`src/rtl/alu_ctrl.sv`:
```
// alu_ctrl: 5-byte command framer driving a registered ALU, result via valid/ready.
// ALU_CTRL_FRAME_TIMEOUT_EN enables the mid-frame idle timeout (TIMEOUT_CYCLES).
module alu_ctrl #(
  parameter int TIMEOUT_CYCLES = 255
) (
  input  logic        clk,
  input  logic        rst_n,
  input  logic [7:0]  in_data,
  input  logic        in_valid,
  output logic        in_ready,
  output logic [15:0] alu_a,
  output logic [15:0] alu_b,
  output logic [3:0]  alu_fun,
  input  logic [15:0] alu_out,
  input  logic [3:0]  alu_flags,
  output logic [15:0] res_data,
  output logic [3:0]  res_flags,
  output logic        res_valid,
  input  logic        res_ready,
  output logic        err,
  output logic [7:0]  ops_done
);

  typedef enum logic [2:0] {
    IDLE,
    RX_AH,
    RX_AL,
    RX_BH,
    RX_BL,
    EXEC,
    WAIT,
    RESP
  } state_t;

  state_t state;

  logic acc;
  logic op_ok;

  assign acc   = in_valid & in_ready;
  assign op_ok = (in_data[7:4] == 4'h0) &&
                 (in_data[3:0] != 4'hF);

`ifdef ALU_CTRL_FRAME_TIMEOUT_EN
  localparam int CNT_W = $clog2(TIMEOUT_CYCLES + 1);

  logic [CNT_W-1:0] idle_cnt;
  logic             in_rx;

  assign in_rx = (state == RX_AH) || (state == RX_AL) ||
                 (state == RX_BH) || (state == RX_BL);
`else
  logic unused_timeout_cfg;

  assign unused_timeout_cfg = (TIMEOUT_CYCLES != 0);
`endif

  always_ff @(posedge clk or negedge rst_n) begin
    if (!rst_n) begin
      state     <= IDLE;
      in_ready  <= 1'b0;
      alu_a     <= 16'h0000;
      alu_b     <= 16'h0000;
      alu_fun   <= 4'h0;
      res_data  <= 16'h0000;
      res_flags <= 4'h0;
      res_valid <= 1'b0;
      err       <= 1'b0;
      ops_done  <= 8'h00;
`ifdef ALU_CTRL_FRAME_TIMEOUT_EN
      idle_cnt  <= '0;
`endif
    end else begin
      err <= 1'b0;
      unique case (state)
        IDLE: begin
          in_ready <= 1'b1;
          if (acc) begin
            if (op_ok) begin
              alu_fun <= in_data[3:0];
              state   <= RX_AH;
            end else begin
              err <= 1'b1;
            end
          end
        end
        RX_AH: begin
          if (acc) begin
            alu_a[15:8] <= in_data;
            state       <= RX_AL;
          end
        end
        RX_AL: begin
          if (acc) begin
            alu_a[7:0] <= in_data;
            state      <= RX_BH;
          end
        end
        RX_BH: begin
          if (acc) begin
            alu_b[15:8] <= in_data;
            state       <= RX_BL;
          end
        end
        RX_BL: begin
          if (acc) begin
            alu_b[7:0] <= in_data;
            in_ready   <= 1'b0;
            state      <= EXEC;
          end
        end
        EXEC: begin
          state <= WAIT;
        end
        WAIT: begin
          res_data  <= alu_out;
          res_flags <= alu_flags;
          res_valid <= 1'b1;
          state     <= RESP;
        end
        RESP: begin
          if (res_ready) begin
            res_valid <= 1'b0;
            ops_done  <= ops_done + 8'd1;
            in_ready  <= 1'b1;
            state     <= IDLE;
          end
        end
        default: begin
          state <= IDLE;
        end
      endcase
`ifdef ALU_CTRL_FRAME_TIMEOUT_EN
      // Abort overrides the case above; alu_* keep what was accepted.
      if (!in_rx || in_valid) begin
        idle_cnt <= '0;
      end else if (idle_cnt == CNT_W'(TIMEOUT_CYCLES - 1)) begin
        idle_cnt <= '0;
        err      <= 1'b1;
        state    <= IDLE;
      end else begin
        idle_cnt <= idle_cnt + 1'b1;
      end
`endif
    end
  end

endmodule

```
`config.mk`:
```
export PLATFORM = sky130hd
export DESIGN_NAME = alu_ctrl
export DESIGN_NICKNAME = d
export VERILOG_FILES = /design/src/rtl/alu_ctrl.sv
export SDC_FILE = /design/constraint.sdc
export NUM_CORES = 1
export LEC_CHECK = 0
export ABC_AREA = 0
export CORE_AREA = 2 2 82 84
export DETAILED_ROUTE_END_ITERATION = 6
export DIE_AREA = 0 0 84 86
export PLACE_DENSITY = 0.87
export SYNTH_ARGS = -nofsm -noshare
export SYNTH_HDL_FRONTEND = slang
export SYNTH_SLANG_ARGS = --single-unit
```
`constraint.sdc`:
```
create_clock -name clk -period 2.95 [get_ports clk]
set_input_delay 0.4425 -clock clk [delete_from_list [all_inputs] [get_ports clk]]
set_output_delay 0.4425 -clock clk [all_outputs]
set_load 0.02 [all_outputs]
```
# Word level (Yosys, flattened, before mapping)
# Index checks and enable logic that the tools add are counted.
[classes]
muxes = 16
n_addsub = 1
n_eq_ne = 15
order_cmp = 0
bitwise = 1
n_reduce_logical = 14
shifts = 0
div_mod_pow = 0
n_mul = 0
[ops]
columns = ["operator", "count"]
rows = [
  ["$pmux W3 S8", 1],
  ["$mux W3", 7],
  ["$ne A2 B2 Y1 const B", 7],
  ["$eq A3 B3 Y1 const B", 4],
  ["$reduce_and A2 Y1", 6],
  ["$add A8 B1 Y8 const B", 1],
  ["$reduce_and A7 Y1", 1],
  ["$eq A3 B2 Y1 const B", 2],
  ["$mux W1", 6],
  ["$reduce_and A3 Y1", 2],
  ["$logic_not A4 Y1", 1],
  ["$ne A4 B4 Y1 const B", 1],
  ["$eq A3 B1 Y1 const B", 1],
  ["$logic_not A3 Y1", 1],
  ["$pmux W1 S3", 1],
  ["$reduce_bool A3 Y1", 1],
  ["$pmux W1 S2", 1],
  ["$reduce_bool A2 Y1", 1],
  ["$and A1 B1 Y1", 1],
  ["$logic_and A1 B1 Y1", 1],
]
[totals]
romBits = 0
reg_bits = 70
inputBits = 32
latchBits = 0
ram_bits = 0
n_memories = 0
word_cells = 59

# Depth between registers and ports, before layout
[logic_depth]
word_depth = 5
ltp_mapped = 4
mapped_depth_nobuf = 4

# Worst setup path after synthesis
# OpenSTA, ideal clock, no wires.
[synth_timing]
path_type = "reg2reg"
startpoint = "register in_ready"
endpoint = "register alu_a[0]"
t_required_ns = 2.825
setup_slack_ns = 1.370
t_arrival_ns = 1.455
setup_ns = 0.125
path_buffers = 0
path_stages_with_launch = 4
cell_sequence = "dfrtp_1 nand3b_4 nor3b_4 mux2_2"
[synth_between]
elab_chain_len = 2
[synth_lines]
columns = ["item", "line", "rtl"]
rows = [
  ["start, declared", "10", "output logic in_ready,"],
  ["start signal, assigned", "61", "in_ready <= 1'b0;"],
  ["start signal, assigned", "77", "in_ready <= 1'b1;"],
  ["start signal, assigned", "108", "in_ready <= 1'b0;"],
  ["$and A1 B1 Y1", "40", "assign acc = in_valid & in_ready;"],
  ["$reduce_and A2 Y1 (no line)", "--", ""],
  ["end signal, assigned", "95", "alu_a[7:0] <= in_data;"],
  ["end, declared", "11", "output logic [15:0] alu_a,"],
]
# No other way between the ends.
# A chain may end at the register's enable or synchronous reset.

# Worst setup path after layout
[layout_timing]
startpoint = "input port in_data[4]"
endpoint = "register alu_fun[3]"
[layout_between]
elab_chain_len = 3
[layout_lines]
columns = ["item", "line", "rtl"]
rows = [
  ["start, declared", "8", "input logic [7:0] in_data,"],
  ["$logic_not A4 Y1", "41", "assign op_ok = (in_data[7:4] == 4'h0) &&"],
  ["$logic_and A1 B1 Y1", "41", ""],
  ["$reduce_and A3 Y1 (no line)", "--", ""],
  ["end signal, assigned", "80", "alu_fun <= in_data[3:0];"],
  ["end, declared", "13", "output logic [3:0] alu_fun,"],
]
# No other way between the ends.

==> flow_summary_export.csv <==
group,metric,value,unit
setup_path,cp.required,3180,ps
setup_path,cp_max_fo,5,
die,die_w,84,µm
drt,wl_met3,316,µm
timing,fin_skew,4.86,ps
global_routing,gr-total-overflow,0,
setup_path,crit_arrival,2450,ps
timing,setup-tns-final,0,ps
die,die_h,86,µm
layout,final_common_cell,"clkdlybuf4s50_1",
synth,avgSynthCellArea,14.8,µm²
layout,area_growth,46.2,%
timing,fmax,451,MHz
place,port_buffers,98,
drt,firstDrtPassIters,4,
setup_path,worst_setup_path_start_kind,"input pin",
global_routing,grt_max_degree,44,
global_routing,antenna_found_initial,0,
timing,finalCritPeriodShare,0.752,
synth,ys_types,28,
place,hpwl,4360,µm
setup_path,crit_type,"input pin to flop",
synth,ys_warn_count,0,
cts,htreeDepth,3,
cts,clockRootBuffer,"clkbuf_8",
timing,drv_slew,0,
place,dpl_cell_area,3880,µm²
power_and_ir_drop,peakVddDrop,0.607,mV
synth,synth_nets,223,
drt,met1_length,2710,µm
timing,rsz0062_at_grt,"no",
synth,synthArstFlopShare,1.00,
timing,setup_viol,0,
die,initial_core_util,0.447,
outcome,status,"completed",
layout,drive_above_1_share,0.262,
die,io_pins,99,
drt,drt_wl_total,6300,µm
drt,via_count,1923,
job,maxCapViolCount,0,
drt,viasPerCell,5.09,
drt,dr.max_layer_used,"met4",
synth,ys_seq_area_frac,0.625,
layout,diodes,0,
drt,drtIter0Drc,66,
cts,cts.repair.resized,0,
die,design.core.area,6280,µm²
global_routing,track_usage,0.188,
layout,mostFrequentLayoutCells,"clkdlybuf4s50_1 (97), dfrtp_1 (70), mux2_2 (55)",
timing,worstMarginPinSlew,787,ps
cts,cts_tree,"yes",
global_routing,grt_pass1_wl,10400,µm
cts,cts_hold_buf,0,
drt,drtAntennaViolNets,0,
synth,synth_cells,190,
layout,stdcell_area,4100,µm²
layout,nNetsFinal,329,
hold_path,worst_hold_path_type,"input pin to asynchronous set/reset pin",
place,gp_congestion,0.755,
power_and_ir_drop,pwr_density_cell,1160,nW/µm²
synth,ys_seq_elements,70,
cts,cts_buffers,9,
cts,clockBufferDepth,2,
global_routing,grt_pass1_vias,2066,
cts,postCtsSetupBuffers,0,
timing,hold_viol_final,0,
power_and_ir_drop,leakagePower,1.76,nW
synth,syn_area,2800,µm²
synth,synth-edff-count,0,
drt,drc,0,
die,die_area,7220,µm²
synth,synth_ff_type,"dfrtp_1",
drt,avgRoutedWirePerCell,16.7,µm
timing,period_minus_slack,2220,ps
drt,route.met2.wl,3090,µm
cts,cts.sinks,70,
die,rows,29,
cts,path_clk_slew,70,ps
cts,insertion_delay,340,ps
layout,fillers,509,
setup_path,crit_path_end_kind,"flop",
timing,slew_headroom,0.470,
cell families (layout without fill, tap and decap cells):
family / after synthesis / in the layout / synth area share
DFF: 70 / 70 / 0.625
adders and majority gates: 1 / 1 / 0.00446
xor gates and xnor gates: 7 / 7 / 0.0219
AOI/OAI and AO/OA: 12 / 12 / 0.0277
and+or+nand+nor: 38 / 38 / 0.0852
buffers and inverters: 6 / 117 / 0.0112
muxes: 56 / 56 / 0.225
report_power, final:
part / leakage, nW / switching (mW) / internal [mW] / total, mW
registers: 0.851 / 0.309 / 1.39 / 1.70
logic: 0.799 / 1.01 / 1.19 / 2.21
clock network: 0.108 / 0.362 / 0.496 / 0.858
per-stage QoR:
step / util / hold slack [ps] / total power, mW / setup WS, ps / instances
floorplan: - / 147 / 2.87 / 1370 / 190
global placement: 0.618 / 454 / 3.87 / 616 / 362
detailed placement: 0.618 / 466 / 3.94 / 457 / 362
CTS: 0.653 / 119 / 4.83 / 785 / 378
global route: 0.653 / 146 / 5.02 / 537 / 378
finish: 0.653 / 109 / 4.77 / 731 / 378
state kept, by name, summed over array words and instances (netlist names), 3 cells and up:
signal	flops
alu_b	16
res_data	16
alu_a	16
res_flags	4
alu_fun	4
state	3
ops_done	8
cells in the mapped netlist (2+ instances only):
library cell | n | area share
nand4_1 | 7 | 0.016
mux2_2 | 55 | 0.22
dfrtp_1 | 70 | 0.62
nor3_1 | 2 | 0.0036
xnor2_1 | 3 | 0.0094
nand3_1 | 2 | 0.0036
buf_2 | 4 | 0.0071
a21o_1 | 2 | 0.0054
nor2_1 | 3 | 0.0040
nor4_1 | 2 | 0.0045
nand2_1 | 14 | 0.019
a21oi_1 | 4 | 0.0071
nor3b_4 | 2 | 0.013
o21ai_0 | 3 | 0.0054
xor2_1 | 4 | 0.012
critical path, stage by stage:
cell,delay [ps]
clkdlybuf4s50_1,500
nor4_1,730
nand4_1,390
mux2_2,380
final cells by class:
class                      instances  area (µm²)  share of cell area
clock inverter                     6        85.1              0.0208
multi-input combinational        114        1020               0.249
clock buffer                      10         138              0.0336
timing repair buffer             100        1000               0.245
inverter                           1        3.75            0.000916
sequential                        70        1750               0.427
tap                               77        96.3              0.0235
layer usage:
metal / vias to the layer above / global-route usage
met4: 0 / 0.107
met3: 11 / 0.0549
met2: 61 / 0.293
li1: 892 / -
met1: 959 / 0.237
met5: - / 0
final timing paths:
path | endpoint | cells after the start | slack, ps | from
min | alu_b[14]$_DFFE_PN0P_ | 1 | 110 | rst_n
max in group asynchronous | alu_b[9]$_DFFE_PN0P_ | 2 | 2180 | rst_n
min reg2reg | ops_done[7]$_DFFE_PN0P_ | 1 | 470 | ops_done[7]$_DFFE_PN0P_
max | alu_fun[3]$_DFFE_PN0P_ | 4 | 730 | in_data[4]
min in group clk | ops_done[7]$_DFFE_PN0P_ | 1 | 470 | ops_done[7]$_DFFE_PN0P_
max reg2reg | alu_b[6]$_DFFE_PN0P_ | 3 | 1080 | state[0]$_DFFE_PN0P_
Power figures use the tool's default switching activity.
==> patch 1: new RTL, same flow settings <==
Encoding of `state_t`: now Gray code (3 bits for 8 states).
--- a/src/rtl/alu_ctrl.sv
+++ b/src/rtl/alu_ctrl.sv
@@ -24,10 +24,10 @@
   typedef enum logic [2:0] {
-    IDLE,
-    RX_AH,
-    RX_AL,
-    RX_BH,
-    RX_BL,
-    EXEC,
-    WAIT,
-    RESP
+    IDLE  = 3'b000,
+    RX_AH = 3'b001,
+    RX_AL = 3'b011,
+    RX_BH = 3'b010,
+    RX_BL = 3'b110,
+    EXEC  = 3'b111,
+    WAIT  = 3'b101,
+    RESP  = 3'b100
   } state_t;
Behaviour: same outputs for any inputs over 10 cycles, from zero or initial values and one cycle with rst_n low; not proved beyond that.
==> patch 1 against the original RTL <==
Wire length shrank 4.2%; worst hold slack gained 350 ps; non-clock buffer count grew 2; power shrank 3.3%; area after synthesis grew 3.4%; combinational power shrank 3%; register-to-register slack lost 100 ps; final area grew 0.76%; setup slack gained 220 ps; global-route usage shrank 1.1 points; sequential cell count is the same; critical path type unchanged; largest cell class unchanged; largest power group unchanged.
==> patch 1: results <==
group,metric,value,unit
synthesis,ys_seq_area_share,60.40,%
global_routing,use_met3,6.064,%
power,internal_power,2.947,mW
global_routing,grt_use_met2,26.84,%
placed_design,detailed_place.area,3929,sq um
detailed_routing,drt-pass1-iter-count,2,
detailed_routing,totalWireLength,6031,um
global_routing,grt_pass1_vias,1951,
global_routing,track_usage,17.71,%
cells_and_area,instances_no_fill,373,
outcome,status,"completed",
synthesis,synth_cell_types,33,
sta,period_needed,2000,ps
cells_and_area,finalNetCount,324,
cells_and_area,nFillCells,475,
placed_design,gp_routability_congestion,0.7214,
setup_path,cp.arrival,2220,ps
setup_path,critPathLaunch,"in_valid",
synthesis,syn-num-nets,220,
setup_path,cp_max_fo,8,
sta,skew,9.478,ps
synthesis,yosys-top-cells-count,"dfrtp_1 (70), mux2_1 (40), mux2_4 (16)",
detailed_routing,via_count,1877,
cells_and_area,multi_input_gates,107,
cells_and_area,seq_share,42.41,%
synthesis,synth_area_leaders,"dfrtp_1 (60%), mux2_1 (16%), mux2_4 (8.3%), nand2_1 (1.6%), and3b_1 (1.2%)",
==> patch 1: changes by cell type in the layout (fill, tap and decap cells not counted), sizes merged, moves of 2 or more <==
| cell | unedited run | this run |
|---|---|---|
| a21o | 2 | 0 |
| and3b | 1 | 4 |
| nand2 | 14 | 12 |
| nand4 | 7 | 4 |
| nor2 | 4 | 1 |
| nor3b | 2 | 0 |
==> patch 1: critical path, cell delays in order <==
cell	delay, ps
clkdlybuf4s50_1	520
and3b_1	340
and3b_1	560
mux2_4	350
==> patch 1: kinds of logic after synthesis <==
kind of cell / after synthesis / share of synthesized area (%)
XOR/XNOR: 7 / 2.114
flip-flops: 70 / 60.40
AO/OA/AOI/OAI: 8 / 1.725
AND/OR/NAND/NOR: 35 / 9.102
multiplexers: 56 / 23.81
buffers and inverters: 10 / 2.416
adder cells (fa/ha/maj): 1 / 0.4313
==> patch 1: repair_timing <==
action,CTS,global route
endpoints found under the setup margin,0,0
hold endpoints to repair,4,0
hold buffers,1,0
==> patch 2: new RTL, same flow settings <==
Made on the original files. The option `ALU_CTRL_FRAME_TIMEOUT_EN` is turned on by a define.
--- a/src/rtl/alu_ctrl.sv
+++ b/src/rtl/alu_ctrl.sv
@@ -2,2 +2,4 @@
 // ALU_CTRL_FRAME_TIMEOUT_EN enables the mid-frame idle timeout (TIMEOUT_CYCLES).
+`define ALU_CTRL_FRAME_TIMEOUT_EN
+
 module alu_ctrl #(
Behaviour: no difference found for any inputs over 10 cycles, from zero or initial values and one cycle with rst_n low; that may be too few to reach the edited logic, so the function may still have changed.
==> patch 2 against the original RTL <==
Via count up 15%; area after synthesis grew 15%; critical endpoint is now alu_fun[2]; power decreased by 3.1%; final area is 8.9% higher; first-iteration DRC count rose by 41%; wire length up 11%; setup slack better by 180 ps; highest routed layer unchanged; sequential cell count is 8 higher.
==> patch 2: results <==
group,metric,value,unit
outcome,status,"completed",
global_routing,grt_pass1_wl,11700,um
setup_path,r2r_setup_slack,1090,ps
detailed_routing,vias_per_cell,5.392,
synthesis,yosys-top-cells-count,"dfrtp_1 (78), mux2_2 (53), nor2_1 (13)",
sta,relSlewSlack,36.35,%
placed_design,pre_cts_ws,548.1,ps
synthesis,syn-num-nets,263,
clock_tree,cts_resized,0,
cells_and_area,antenna_cells,0,
clock_tree,h-tree-depth,3,
synthesis,synth_cell_types,37,
power,vdd_drop_max,771.6,uV
synthesis,async_flop_share,100.0,%
global_routing,track_usage,20.75,%
sta,whs,219.7,ps
detailed_routing,via_count,2216,
placed_design,dp_cells,395,
placed_design,gp_routability_congestion,0.8418,
clock_tree,cts_setup_buffers,0,
clock_tree,root_buffer,"clkbuf_8",
sta,period_needed,2042,ps
cells_and_area,finalNetCount,364,
sta,skew,7.078,ps
synthesis,syn_inst,228,
placed_design,dp_hpwl,4786,um
synthesis,yosysTopAreaCellShare,60.56,%
setup_path,slowest_stage,"or3_1",
global_routing,grt_max_degree,79,
synthesis,ys_warn_count,0,
clock_tree,numCtsBuffers,9,
clock_tree,clock_path_buffers,2,
detailed_routing,drc,0,
synthesis,ys_seq_area_share,60.56,%
min_path,hold_path_class,"input pin to asynchronous set/reset pin",
cells_and_area,largestRegisters,"alu_a x16, alu_b x16, res_data x16",
global_routing,grt_pass1_vias,2368,
power,p_leak,1.915,nW
clock_tree,clk_latency,360,ps
synthesis,synth_area_leaders,"dfrtp_1 (61%), mux2_2 (19%), xnor2_1 (2.4%), mux2_4 (1.9%), nor2_1 (1.5%)",
detailed_routing,routedWlPerCell,17.05,um
setup_path,slowest_delay,510,ps
setup_path,cp_max_fo,5,
setup_path,cp.arrival,2290,ps
placed_design,detailed_place.area,4240,sq um
cells_and_area,nFillCells,413,
detailed_routing,drt-initial-drc-count,93,
global_routing,antenna_found_initial,0,
setup_path,crit_family,"simple AND/OR/NAND/NOR gates",
cells_and_area,drive_gt1_share,24.85,%
[patch 2: cell count changes after synthesis, moves of 3 or more]
cell     before  now
xnor2_1       3    9
nand2_1      14    7
nand3_1       2    7
buf_6         0    3
mux2_4        0    4
dfrtp_1      70   78
nor2_1        3   13
nor2_2        0    3
[patch 2: power breakdown]
part	total (mW)	switching (mW)	internal [mW]	leakage (nW)
sequential	1.73	0.268	1.46	0.981
combinational	2.00	0.941	1.06	0.823
clock	0.891	0.411	0.480	0.111
total	4.62	1.62	3.00	1.92
[patch 2: cell families after synthesis]
group                      Yosys count  synth area share, %
DFF                                 78                60.56
muxes                               57                20.38
and+or+nand+nor                     52                9.279
xor gates and xnor gates            14                3.804
AOI/OAI and AO/OA                   12                2.368
buffers and inverters               11                2.135
adders and majority gates            4                1.475
[patch 2: path summary, 6_finish.rpt]
check | end | cells past startpoint | startpoint
setup / recovery | alu_fun[2] | 5 | in_data[5]
hold / removal | alu_a[7] | 1 | rst_n
setup reg to reg | alu_a[11] | 4 | state[2]
hold reg to reg | idle_cnt[0] | 1 | idle_cnt[0]
max in group asynchronous | state[2] | 1 | rst_n
min in group clk | idle_cnt[0] | 1 | idle_cnt[0]
[patch 2: layer usage]
layer	part of all wire [%]	track usage (%)
met1	41	25.37
met4	3.0	11.58
met2	48	32.95
met3	8.0	6.545
met5	0	0
[patch 2: cell type report]
cell class | instances | area, sq um | area share, %
Sequential cell | 78 | 1952 | 43.75
Multi-Input combinational cell | 139 | 1202 | 26.95
Timing Repair Buffer | 98 | 978.4 | 21.93
Clock buffer | 9 | 123.9 | 2.776
Clock inverter | 7 | 97.59 | 2.187
Tap cell | 77 | 96.34 | 2.159
Inverter | 3 | 11.26 | 0.2524
